==> src/rtl/pipe_elastic_reg.sv <==
// pipe_elastic_reg: STAGES chained valid/ready skid slices carrying a WIDTH-bit payload.
// Optional stall counter output enabled by defining PIPE_ELASTIC_STALL_CNT_EN.
module pipe_elastic_reg #(
    parameter int WIDTH = 32,
    parameter int STAGES = 1,
    localparam int OCC_W = $clog2(2 * STAGES + 1)
) (
    input  logic             clk,
    input  logic             reset,
    input  logic             flush,
    input  logic             in_valid,
    output logic             in_ready,
    input  logic [WIDTH-1:0] in_data,
    output logic             out_valid,
    input  logic             out_ready,
    output logic [WIDTH-1:0] out_data,
    output logic [OCC_W-1:0] occupancy
`ifdef PIPE_ELASTIC_STALL_CNT_EN
    ,
    output logic [31:0]      stall_cnt
`endif
);
    typedef enum logic [1:0] {EMPTY = 2'b00, ONE = 2'b01, FULL = 2'b11} state_t;

    // link k is the input of slice k; link STAGES is the module output
    logic [STAGES:0]  link_v;
    logic [STAGES:0]  link_r;
    logic [WIDTH-1:0] link_d [STAGES+1];
    logic [STAGES-1:0] main_v;
    logic [STAGES-1:0] skid_v;

    assign link_v[0]      = in_valid;
    assign link_d[0]      = in_data;
    assign link_r[STAGES] = out_ready;
    assign in_ready       = link_r[0];
    assign out_valid      = link_v[STAGES];
    assign out_data       = link_d[STAGES];

    for (genvar k = 0; k < STAGES; k++) begin : g_slice
        state_t           state;
        state_t           state_nxt;
        logic [WIDTH-1:0] main_d;
        logic [WIDTH-1:0] skid_d;
        logic             in_fire;
        logic             out_fire;
        logic             load_main;
        logic             load_skid;

        assign main_v[k]     = state[0];
        assign skid_v[k]     = state[1];
        assign link_r[k]     = !state[1];
        assign link_v[k + 1] = state[0];
        assign link_d[k + 1] = main_d;
        assign in_fire       = link_v[k] & link_r[k];
        assign out_fire      = link_v[k + 1] & link_r[k + 1];

        always_comb begin
            state_nxt = state;
            load_main = 1'b0;
            load_skid = 1'b0;
            case (state)
                EMPTY: begin
                    state_nxt = in_fire ? ONE : EMPTY;
                    load_main = in_fire;
                end
                ONE: begin
                    state_nxt = (in_fire && !out_fire) ? FULL : (!in_fire && out_fire) ? EMPTY : ONE;
                    load_main = in_fire & out_fire;
                    load_skid = in_fire & !out_fire;
                end
                FULL: begin
                    state_nxt = out_fire ? ONE : FULL;
                    load_main = out_fire;
                end
                default: state_nxt = EMPTY;
            endcase
        end

        always_ff @(posedge clk) begin
            if (reset || flush) begin
                state  <= EMPTY;
                main_d <= '0;
                skid_d <= '0;
            end else begin
                state <= state_nxt;
                if (load_main)
                    main_d <= (state == FULL) ? skid_d : link_d[k];
                if (load_skid)
                    skid_d <= link_d[k];
            end
        end
    end

    always_comb begin
        occupancy = '0;
        for (int i = 0; i < STAGES; i++)
            occupancy = occupancy + OCC_W'(main_v[i]) + OCC_W'(skid_v[i]);
    end

`ifdef PIPE_ELASTIC_STALL_CNT_EN
    // flush deliberately leaves the count alone
    always_ff @(posedge clk) begin
        if (reset)
            stall_cnt <= '0;
        else if (out_valid && !out_ready && stall_cnt != '1)
            stall_cnt <= stall_cnt + 32'd1;
    end
`endif
endmodule

==> config.mk <==
export PLATFORM = sky130hd
export DESIGN_NAME = pipe_elastic_reg
export DESIGN_NICKNAME = d
export VERILOG_FILES = /design/src/rtl/pipe_elastic_reg.sv
export SDC_FILE = /design/constraint.sdc
export NUM_CORES = 1
export LEC_CHECK = 0
export ABC_AREA = 1
export BUFFER_PORTS_ARGS = -buffer_cell sky130_fd_sc_hd__buf_2
export CELL_PAD_IN_SITES_DETAIL_PLACEMENT = 1
export CELL_PAD_IN_SITES_GLOBAL_PLACEMENT = 1
export CORE_ASPECT_RATIO = 0.5
export CORE_UTILIZATION = 41
export CTS_CLUSTER_DIAMETER = 150
export DETAILED_ROUTE_END_ITERATION = 16
export PLACE_DENSITY = 0.89
export SLEW_MARGIN = 20
export SYNTH_ARGS = -nofsm -noshare
export SYNTH_HDL_FRONTEND = slang
export SYNTH_SLANG_ARGS = --single-unit
==> constraint.sdc <==
create_clock -name clk -period 2.25 [get_ports clk]
set_clock_uncertainty 0.05 [all_clocks]
set_input_delay 0 -clock clk [delete_from_list [all_inputs] [get_ports clk]]
set_output_delay 0 -clock clk [all_outputs]
set_load 0.01 [all_outputs]
After elaboration in Yosys (flattened, before gate mapping)
Cells that the tools add are included.

Input port bits: 37. Output and inout bits: 36. Flip-flop bits (word level): 66.

Multiplexer cells: 8. Reductions and logical operators: 7. Eq/ne operators: 2. Bitwise operators: 4. $add $sub $neg: 1.

Operators by type and width (count): $mux W32 (1); $pmux W2 S3 (1); $and A1 B1 Y1 (4); $mux W2 (2); $logic_not A1 Y1 (3); $mux W1 (3); $pmux W1 S3 (1); $add A1 B1 Y2 (1); $eq A2 B1 Y1 const B (1); $eq A2 B2 Y1 const B (1); $logic_and A1 B1 Y1 (2); $logic_not A2 Y1 (1); $logic_or A1 B1 Y1 (1).

Logic depth before layout (Yosys ltp)
Gate-level depths: netlist of run 1.

Depth in word-level cells: 7. Gate-level depth with buffers: 10. Gate-level depth less buffers: 9.

Least setup slack after synthesis of run 1
OpenSTA, ideal clock, no wires.

Kind: reg-to-reg. Start point: reg g_slice[0].state[0]. End point: reg g_slice[0].main_d[16] (netlist: out_data[16]). Setup time: 0.115 ns. Data required time: 2.085 ns. Setup slack: 0.695 ns. Data arrival time: 1.390 ns. Cell stages (with the launch flop): 8. Cell sequence: dfxtp_1 -> ha_1 -> buf_6 -> buf_4 -> mux2i_1 -> nand3_2 -> nand2_1 -> nor2_1.

Longest elaborated chain between the ends: 3. Elaborated cells on any way between the ends: 7. Classes of those cells: 2 x eq/ne; 2 x mux; 2 x bitwise; 1 x reduce/logical.

RTL lines: from (decl) (line 40) `state_t state;`; from (signal assigned) (line 85) `state <= state_nxt;`; $and A1 B1 Y1 (line 55) `assign out_fire = link_v[k + 1] & link_r[k + 1];`; $and A1 B1 Y1 (line 68) `load_main = in_fire & out_fire;`; $pmux W1 S3 (line 61) `case (state)`; to (signal assigned) (line 87) `main_d <= (state == FULL) ? skid_d : link_d[k];`; to (decl) (line 42) `logic [WIDTH-1:0] main_d;`.

Parallel ways exist; a longest one is shown, timed or not. A chain may end at the register's enable or synchronous reset.

Worst setup path in the final report of run 1
Start point: reg g_slice[0].state[1]. End point: reg g_slice[0].main_d[9] (netlist: out_data[9]).

Longest elaborated chain between the ends: 4. Elaborated cells on any way between the ends: 8. Classes of those cells: 2 x eq/ne; 2 x mux; 2 x bitwise; 2 x reduce/logical.

RTL lines: $logic_not A1 Y1 (line 51) `assign link_r[k] = !state[1];`; $and A1 B1 Y1 (line 54) `assign in_fire = link_v[k] & link_r[k];`; $and A1 B1 Y1 (line 68); $pmux W1 S3 (line 61).

Parallel ways exist; a longest one is shown, timed or not.

==> results of run 1 <==
-- layout make-up --
class                           count  area, um^2  area share (%)
Multi-Input combinational cell    273        1480            36.9
Clock buffer                       12         267            6.64
Sequential cell                    66        1320            32.9
Tap cell                           92         115            2.87
Inverter                            7        26.3           0.654
Timing Repair Buffer              115         778            19.4
Clock inverter                      4        25.0           0.623
-- layout by cell type (no fill, tap or decap), types with 2 or more instances in the layout --
master,instances
a21oi_1,34
buf_2,72
buf_4,9
clkbuf_16,9
clkbuf_8,3
clkinv_2,2
clkinvlp_4,2
dfxtp_1,66
dlygate4sd3_1,33
ha_1,3
inv_1,2
inv_2,5
mux2i_1,32
nand2_1,34
nand2_2,2
nand3_1,22
nand3_2,11
nor2_1,97
o21ai_0,28
o21ai_1,4
-- metrics by stage --
step	utilization (%)	setup slack [ns]	instances	hold slack, ns	total power, mW
after floorplan	-	0.695	376	0.0849	1.46
after detailed placement	49.3	0.532	520	0.196	1.55
final	58.3	0.399	569	0.0311	2.97
after global routing	58.3	0.266	569	0.0542	3.08
after global placement	49.3	0.607	520	0.191	1.54
after CTS	58.3	0.498	569	0.0148	2.96
-- state kept, by name (all words and copies together), names as in the netlist --
signal          count
g_slice.skid_d     32
out_data           32
g_slice.state       2
-- synth_stat cells, types with 2 or more instances --
cell / number
a21oi_1: 34
buf_1: 3
buf_2: 12
buf_4: 3
buf_6: 6
clkbuf_1: 4
dfxtp_1: 66
ha_1: 4
inv_1: 3
inv_2: 4
mux2i_1: 32
nand2_1: 34
nand2_2: 2
nand3_1: 22
nand3_2: 11
nor2_1: 98
o21ai_0: 28
o21ai_1: 4
-- kinds of logic after synthesis --
| family | Yosys count |
|---|---|
| multiplexers | 32 |
| AND/OR/NAND/NOR | 171 |
| buffers and inverters | 37 |
| adder cells (fa/ha/maj) | 4 |
| flip-flops | 66 |
| AO/OA/AOI/OAI | 66 |
-- report_power, final --
group | total [mW] | switching (mW) | internal [mW] | leakage [nW]
clock network | 1.37 | 0.539 | 0.832 | 0.141
logic | 0.362 | 0.207 | 0.155 | 1.12
registers | 1.23 | 0.0252 | 1.21 | 0.536
-- worst min-delay path: stages --
cell and delay, ns:
buf_2 0.10, nor2_4 0.13, nand2_1 0.10, nor2_1 0.03
-- worst paths after layout --
kind / from / endpoint / cells past startpoint
worst max-delay path: g_slice[0].state[1] / out_data[9] / 9
worst min-delay path: reset / out_data[15] / 4
worst max register to register: g_slice[0].state[1] / out_data[9] / 9
worst min register to register: out_data[13] / out_data[13] / 2
-- metal layers --
layer	track usage (%)	vias up
met3	10.4	21
met1	32.7	1468
li1	-	1432
met5	0	-
met4	11.9	0
met2	48.4	73
==> impl_metrics.csv, run 1 <==
group,metric,value,unit
logic_synthesis,yosys_warnings,0,
critical_path,cp-start-kind,"flip-flop",
drt,drc_errors,0,
logic_synthesis,synth_fa_ha_area_share,1.66,%
min_path,hp-class,"in -> reg",
logic_synthesis,syn_inst,376,
cts,cts_tree,"yes",
critical_path,critPathBufInv,1,
grt,grt_pass1_vias,3182,
floorplanning,rows,21,
drt,route.vias.total,2994,
pwr,irDropWorstVdd,0.000397,V
placed_design,io_buffer_count,72,
logic_synthesis,synth_xor_area_share,0,%
critical_path,ff2ff_setup_slack,0.40,ns
final_layout,nFillCells,864,
final_layout,areaGrowthSynthToFinish,33.1,%
cts,cts-root-buf,"clkbuf_16",
logic_synthesis,synth_compound_area_share,10.9,%
logic_synthesis,synthFlopType,"dfxtp_1",
critical_path,path_cells,"inv_2 > ha_1 > nand3_2 > nand2_2 > nand2_4 > nand2_8 > nand3_1 > nand2_1 > nor2_1",
grt,antenna_found_initial,0,
placed_design,place_area,0.00339,mm^2
logic_synthesis,synth_simple_gate_area_share,25.6,%
logic_synthesis,synth_top_family_by_area,"simple AND/OR/NAND/NOR gates",
timing,fin_tns_setup,0,ns
cts,clock-sinks,66,
logic_synthesis,synth.distinct_cells,24,
grt,grt_pass1_wl,16600,um
timing,worstMarginPinSlew,0.781,ns
cts,postCtsHoldBufs,33,
cts,cts_max_path_buffers,2,
final_layout,final_nets,513,
critical_path,cp.required,2.46,ns
run,drv_cap,0,
critical_path,critPathTopFamily,"simple AND/OR/NAND/NOR gates",
floorplanning,die_h,62.7,um
pwr,cellLeakagePower,1.80,nW
floorplanning,die-area,0.00773,mm^2
timing,hold_violations,0,
drt,wl_per_cell,18.0,um
floorplanning,io_pins,73,
drt,vias_per_cell,5.26,
grt,grt_max_degree,65,
pwr,power.density,739,mW/mm^2
timing,slew-limit-headroom,47.8,%
cts,clock_latency,0.35,ns
drt,drt_iter0_drc,169,
logic_synthesis,yosysSeqAreaShare,43.8,%
logic_synthesis,async_flop_share,0,%
cts,cts_resized,0,
drt,first_pass_iters,4,
critical_path,max_stage_delay,0.41,ns
grt,grt_usage,28.7,%
cts,htree_num_levels,3,
critical_path,worst_path_max_delay_cell,"dfxtp_1",
drt,drtAntennaViolNets,0,
floorplanning,core,0.00688,mm^2
outcome,status,"finished, final reports clean",
drt,wl_met3,459,um
cts,post_cts_buffers,0,
critical_path,cp_max_fo,64,
logic_synthesis,synth_top_area_cell,"dfxtp_1",
timing,post-route-min-period,1.85,ns
grt,grt-ovfl-total,0,
timing,report.final.slew_viol_count,0,
drt,met1Wirelength,4620,um
cts,cts_made_buffers,9,
logic_synthesis,synth_edf_count,0,
timing,fmax,540,MHz
logic_synthesis,syn_area,0.00302,mm^2
critical_path,cp-end-kind,"flip-flop",
floorplanning,die_w,123,um
drt,top_layer_used,"met4",
timing,post-route-period-util,82.3,%
final_layout,diodes,0,
logic_synthesis,netlist.area_leader.share,43.8,%
floorplanning,initial_core_util,43.8,%
logic_synthesis,synthMuxAreaShare,10.6,%
logic_synthesis,syn_area_per_cell,8.03,um^2
placed_design,dpl.hpwl,4960,um
logic_synthesis,ys_top_cells_by_area,"dfxtp_1 (44%), nor2_1 (12%), mux2i_1 (11%)",
critical_path,worstPathArrival,2.06,ns
placed_design,gp_congestion,0.747,
final_layout,fin_area,0.00402,mm^2
final_layout,drive_above_1_share,25.4,%
logic_synthesis,ys_ff_latch,66,
drt,wl,10200,um
critical_path,crit_type,"reg -> reg",
logic_synthesis,synth_nets,417,
cts,path_clk_slew,0.06,ns
timing,setup_viol,0,
timing,rsz0062_at_grt,"no",
drt,dr_wl_met2,4920,um
Power figures use the tool's default switching activity.
==> inputs of run 2 (changes only) <==
--- a/config.mk
+++ b/config.mk
@@ -10,10 +10,10 @@
 export CELL_PAD_IN_SITES_DETAIL_PLACEMENT = 1
 export CELL_PAD_IN_SITES_GLOBAL_PLACEMENT = 1
 export CORE_ASPECT_RATIO = 0.5
-export CORE_UTILIZATION = 41
+export CORE_UTILIZATION = 35
 export CTS_CLUSTER_DIAMETER = 150
 export DETAILED_ROUTE_END_ITERATION = 16
-export PLACE_DENSITY = 0.89
+export PLACE_DENSITY = 0.82
 export SLEW_MARGIN = 20
 export SYNTH_ARGS = -nofsm -noshare
 export SYNTH_HDL_FRONTEND = slang
==> constraint.sdc (replaced) <==
create_clock -name clk -period 1.5 [get_ports clk]
set_clock_uncertainty 0.05 [all_clocks]
set_input_delay 0 -clock clk [delete_from_list [all_inputs] [get_ports clk]]
set_output_delay 0 -clock clk [all_outputs]
set_load 0.01 [all_outputs]
==> run 2 against run 1 <==
  * The run now ends with setup timing left
  * Sequential share of layout area decreased by 3.2 points
  * Hold slack gained 0.082 ns
  * Utilization decreased by 3.5 points
  * Sequential power grew 50%
  * Clock power grew 42%
  * Die area is 17% higher
  * Total power is 51% higher
  * Routed wire length grew 1.1%
  * Critical path type unchanged
==> impl_metrics.csv, run 2 (synthesis gave the netlist of run 1 again) <==
group,metric,value,unit
drt,drtAntennaViolNets,0,
grt,grt_usage,19.0,%
cts,clock_latency,0.33,ns
timing,report.final.slew_viol_count,0,
timing,setup_slack,-0.0634,ns
final_layout,final_cell_mix,"nor2_1 (97), buf_2 (72), dfxtp_1 (64)",
pwr,fin_total_pwr,4.49,mW
placed_design,dpl.hpwl,4920,um
critical_path,path_cells,"inv_4 > ha_4 > nand3_4 > nand2_4 > nand2_8 > nand2_8 > clkbuf_16 > nand3_1 > nand2_1 > nor2_1",
drt,route.vias.total,2967,
critical_path,critPathBufInv,2,
floorplanning,initial_core_util,36.9,%
drt,vias_per_cell,4.95,
final_layout,nFillCells,963,
outcome,failed_checks,"setup timing",
critical_path,cp_max_fo,7,
placed_design,gp_congestion,0.728,
outcome,status,"complete, but fails checks",
critical_path,path_common_cell,"nand2_8",
final_layout,areaGrowthSynthToFinish,48.4,%
timing,slew-limit-headroom,74.7,%
critical_path,worst_r2r_path_depth,10,
pwr,power.density,1000,mW/mm^2
grt,grt_max_degree,66,
grt,grt-ovfl-total,0,
grt,grt_pass1_wl,13200,um
grt,antenna_found_initial,0,
placed_design,io_buffer_count,72,
floorplanning,io_pins,73,
final_layout,mostFrequentLayoutCell,"nor2_1",
final_layout,regArea,0.00133,mm^2
timing,worstMarginPinSlew,0.380,ns
timing,setup_viol,20,
timing,rsz0062_at_grt,"yes",
critical_path,worst_path_max_delay_cell,"dfxtp_4",
floorplanning,die_h,67.7,um
min_path,hp-class,"in -> reg",
run,drv_cap,0,
final_layout,multi_input_area,0.00167,mm^2
final_layout,drive_above_1_share,30.8,%
floorplanning,die-area,0.00902,mm^2
final_layout,diodes,0,
critical_path,crit_type,"reg -> reg",
timing,hold_violations,0,
final_layout,stdcell_count,599,
drt,drc_errors,0,
critical_path,cp-start-kind,"flip-flop",
placed_design,dp_cells,540,
pwr,irDropWorstVdd,0.000571,V
timing,fin_tns_setup,-0.505,ns
critical_path,worstPathArrival,1.74,ns
critical_path,cp-end-kind,"flip-flop",
timing,post-route-min-period,1.56,ns
drt,wl_per_cell,17.2,um
critical_path,critPathTopFamily,"simple AND/OR/NAND/NOR gates",
drt,wl,10300,um
floorplanning,die_w,133,um
placed_design,place_area,0.00351,mm^2
placed_design,place_ws,-0.0880,ns
cts,clock-sinks,66,
cts,cts_made_buffers,9,
drt,drt_iter0_drc,113,
drt,first_pass_iters,4,
cts,path_clk_slew,0.05,ns
floorplanning,core,0.00817,mm^2
floorplanning,rows,23,
grt,grt_pass1_vias,2799,
cts,cts-root-buf,"clkbuf_16",
cts,htree_num_levels,3,
timing,fmax,640,MHz
pwr,cellLeakagePower,1.93,nW
final_layout,final_nets,523,
critical_path,max_stage_delay,0.36,ns
min_path,holdPathStages,4,
final_layout,fin_area,0.00448,mm^2
critical_path,cp_num_cells,10,
timing,post-route-period-util,104,%
cts,cts_tree,"yes",
critical_path,cp.required,1.68,ns
cts,cts_max_path_buffers,2,
==> run 2: per-layer routing <==
metal / track usage, % / wire [um] / vias up
met3: 4.50 / 429 / 18
met1: 21.6 / 4570 / 1423
met4: 9.66 / 225 / 0
met5: 0 / 0 / -
li1: - / - / 1458
met2: 34.2 / 5100 / 68
==> run 2: power by group <==
part	internal, mW	switching, mW
clock network	1.16	0.776
logic	0.339	0.359
registers	1.81	0.0385
==> run 2: worst register-to-register path: stages, from the launching register on <==
cell       delay, ns
dfxtp_4         0.36
inv_4           0.07
ha_4            0.14
nand3_4         0.08
nand2_4         0.12
nand2_8         0.09
nand2_8         0.16
clkbuf_16       0.18
nand3_1         0.08
nand2_1         0.08
nor2_1          0.05
==> run 2: per-stage QoR <==
step / util [%] / hold WS [ns]
6_report: 54.8 / 0.113
2_1_floorplan: - / 0.0849
5_1_grt: 54.8 / 0.124
3_5_place_dp: 42.9 / 0.197
3_3_place_gp: 42.9 / 0.189
4_1_cts: 50.5 / 0.0492
==> run 2: repair_timing <==
item	in CTS	in global routing
setup endpoints to repair	59	64
pin swaps	0	9
hold endpoints to repair	46	0
setup buffers	0	2
gates resized for setup	6	35
gates cloned	0	8
hold buffers	33	0
==> run 2: worst paths after layout <==
path                  startpoint                   to  slack [ns]
max          g_slice[0].state[1]          out_data[8]       -0.06
min                     in_valid  g_slice[0].state[1]        0.11
max reg2reg  g_slice[0].state[1]          out_data[8]       -0.06
min reg2reg          out_data[2]          out_data[2]        0.43
==> run 2: layout make-up <==
cell class	count	share of cell area [%]
Multi-Input combinational cell	274	37.2
Inverter	7	0.698
Clock inverter	2	0.279
Clock buffer	14	5.67
Tap cell	112	3.13
Timing Repair Buffer	124	23.3
Sequential cell	66	29.7
==> inputs of run 3 (changes only) <==
==> constraint.sdc (replaced) <==
create_clock -name clk -period 1.5 [get_ports clk]
set_clock_uncertainty 0.05 [all_clocks]
set_input_delay 0.225 -clock clk [delete_from_list [all_inputs] [get_ports clk]]
set_output_delay 0.225 -clock clk [all_outputs]
set_load 0.01 [all_outputs]
==> run 3 against run 2 <==
  * The flow still finishes with violations (setup timing)
  * Via count fell by 2.5%
  * Die area unchanged
  * First-iteration DRC count grew 47%
  * Cell count is 4.8% lower
  * Design area is 4.2% lower
  * Sequential power barely moved
  * Critical path depth down 1
  * Routed wire length decreased by 0.50%
  * Setup slack improved by 0.029 ns
  * Combinational power is 7.2% lower
  * Fmax grew 1.9%
  * Utilization decreased by 2.3 points
  * Critical endpoint is now out_data[28]
==> impl_metrics.csv, run 3 (synthesis gave the netlist of run 1 again) <==
group,metric,value,unit
final_layout,nFillCells,981,
critical_path,crit_type,"reg -> reg",
cts,postCtsHoldBufs,0,
floorplanning,rows,23,
final_layout,final_util,52.5,%
timing,fmax,652,MHz
floorplanning,die_w,133,um
grt,grt_pass1_vias,2656,
cts,cts_tree,"yes",
timing,setup_slack,-0.0347,ns
grt,grt-ovfl-total,0,
critical_path,cp-start-kind,"flip-flop",
drt,wl,10300,um
final_layout,fin_area,0.00429,mm^2
drt,drt_iter0_drc,166,
cts,clock_latency,0.33,ns
drt,vias_per_cell,5.08,
min_path,min_to,"g_slice[0].skid_d[19]",
placed_design,place_ws,-0.0973,ns
grt,grt_pass1_wl,13200,um
pwr,cellLeakagePower,1.85,nW
critical_path,ff2ff_setup_slack,-0.03,ns
final_layout,diodes,0,
floorplanning,die_h,67.7,um
critical_path,worstPathArrival,1.71,ns
pwr,irDropWorstVdd,0.000537,V
floorplanning,core,0.00817,mm^2
critical_path,cp-end-kind,"flip-flop",
critical_path,path_common_cell,"nand2_8",
min_path,hp-class,"in -> reg",
floorplanning,initial_core_util,36.9,%
placed_design,dp_cells,541,
floorplanning,io_pins,73,
timing,setup_viol,25,
min_path,hold_start,"in_data[19]",
final_layout,final_cell_mix,"nor2_1 (96), buf_2 (71), dfxtp_1 (64)",
timing,report.final.slew_viol_count,0,
cts,cts_max_path_buffers,2,
timing,rsz0062_at_grt,"yes",
critical_path,r2r_end,"out_data[28]",
critical_path,timing.rr.start,"g_slice[0].state[1]",
grt,antenna_found_initial,0,
final_layout,multi_input_area,0.00168,mm^2
placed_design,io_buffer_count,72,
critical_path,worst_path_max_delay_cell,"dfxtp_4",
drt,first_pass_iters,4,
final_layout,final_nets,496,
drt,drc_errors,0,
timing,post-route-period-util,102,%
final_layout,mostFrequentLayoutCell,"nor2_1",
timing,slew-limit-headroom,73.4,%
drt,drtAntennaViolNets,0,
critical_path,max_stage_delay,0.38,ns
run,drv_cap,0,
timing,hold_violations,0,
final_layout,drive_above_1_share,34.5,%
critical_path,critPathTopFamily,"simple AND/OR/NAND/NOR gates",
drt,route.vias.total,2894,
pwr,power.density,1030,mW/mm^2
grt,grt_usage,19.3,%
final_layout,stdcell_count,570,
placed_design,gp_congestion,0.750,
cts,cts-root-buf,"clkbuf_16",
outcome,status,"complete, but fails checks",
cts,htree_num_levels,3,
final_layout,regArea,0.00133,mm^2
drt,wl_per_cell,18.0,um
critical_path,worst_r2r_path_depth,9,
timing,fin_tns_setup,-0.347,ns
critical_path,critPathBufInv,2,
critical_path,path_cells,"inv_4 > ha_4 > nand3_4 > nand2_4 > nand2_8 > nand2_8 > clkbuf_16 > a21oi_2 > nor2_1",
cts,path_clk_slew,0.06,ns
cts,clock-sinks,66,
final_layout,areaGrowthSynthToFinish,42.1,%
outcome,failed_checks,"setup timing",
timing,post-route-min-period,1.53,ns
min_path,holdPathStages,3,
cts,cts_made_buffers,9,
floorplanning,die-area,0.00902,mm^2
timing,worstMarginPinSlew,0.398,ns
critical_path,cp_max_fo,6,
placed_design,place_area,0.00353,mm^2
grt,grt_max_degree,44,
critical_path,cp.required,1.67,ns
placed_design,dpl.hpwl,5120,um
-- run 3: cell count changes in the layout (fill, tap and decap cells not counted), moves of 3 or more --
| cell | previous run | this run |
|---|---|---|
| a21oi_1 | 24 | 20 |
| clkbuf_1 | 4 | 1 |
| dlygate4sd3_1 | 33 | 0 |
| nand3_1 | 13 | 21 |
| nand3_2 | 19 | 11 |
-- run 3: final cells by class --
class / instances / share of cell area, %
Sequential cell: 66 / 31.0
Timing Repair Buffer: 97 / 19.6
Clock buffer: 11 / 5.66
Inverter: 7 / 0.846
Tap cell: 112 / 3.27
Multi-Input combinational cell: 274 / 39.2
Clock inverter: 3 / 0.408
-- run 3: layer usage --
layer	track usage, %	vias to the layer above	share of wire (%)
met2	33.2	78	47
met4	8.24	0	2.0
met3	5.26	24	4.3
met5	0	-	0
met1	23.3	1391	47
li1	-	1401	-
-- run 3: how the worst max path moves through the flow --
stage / startpoint / endpoint / slack, ns / cells after the start
after floorplan: g_slice[0].state[1] / out_data[16] / 0.04 / 7
after global placement: g_slice[0].state[1] / g_slice[0].skid_d[4] / -0.002 / 7
after detailed placement: g_slice[0].state[1] / g_slice[0].skid_d[1] / -0.1 / 7
after CTS: g_slice[0].state[0] / occupancy[1] / -0.01 / 3
after global routing: g_slice[0].state[1] / out_data[7] / -0.1 / 10
final: g_slice[0].state[1] / out_data[28] / -0.03 / 9
-- run 3: worst min-delay path, delay by kind of cell --
kind	cells	cell delay (ns)
buffers and inverters	1	0.09
AND/OR/NAND/NOR	2	0.12
-- run 3: repair_timing --
action / in CTS / in global routing
pin swaps: 0 / 6
buffers inserted: 1 / 4
gates resized for setup: 16 / 32
gates cloned: 1 / 9
endpoints found under the setup margin: 58 / 67
-- run 3: metrics by stage --
| step | power [mW] | hold WS (ns) |
|---|---|---|
| after floorplan | 2.18 | 0.310 |
| after global placement | 2.35 | 0.406 |
| after detailed placement | 2.37 | 0.413 |
| after CTS | 4.30 | 0.0740 |
| after global routing | 4.58 | 0.0860 |
| final | 4.41 | 0.0826 |
-- run 3: power by group --
part           internal (mW)  switching [mW]  total, mW
registers               1.81          0.0401       1.85
clock network           1.14           0.770       1.91
logic                  0.299           0.349      0.648
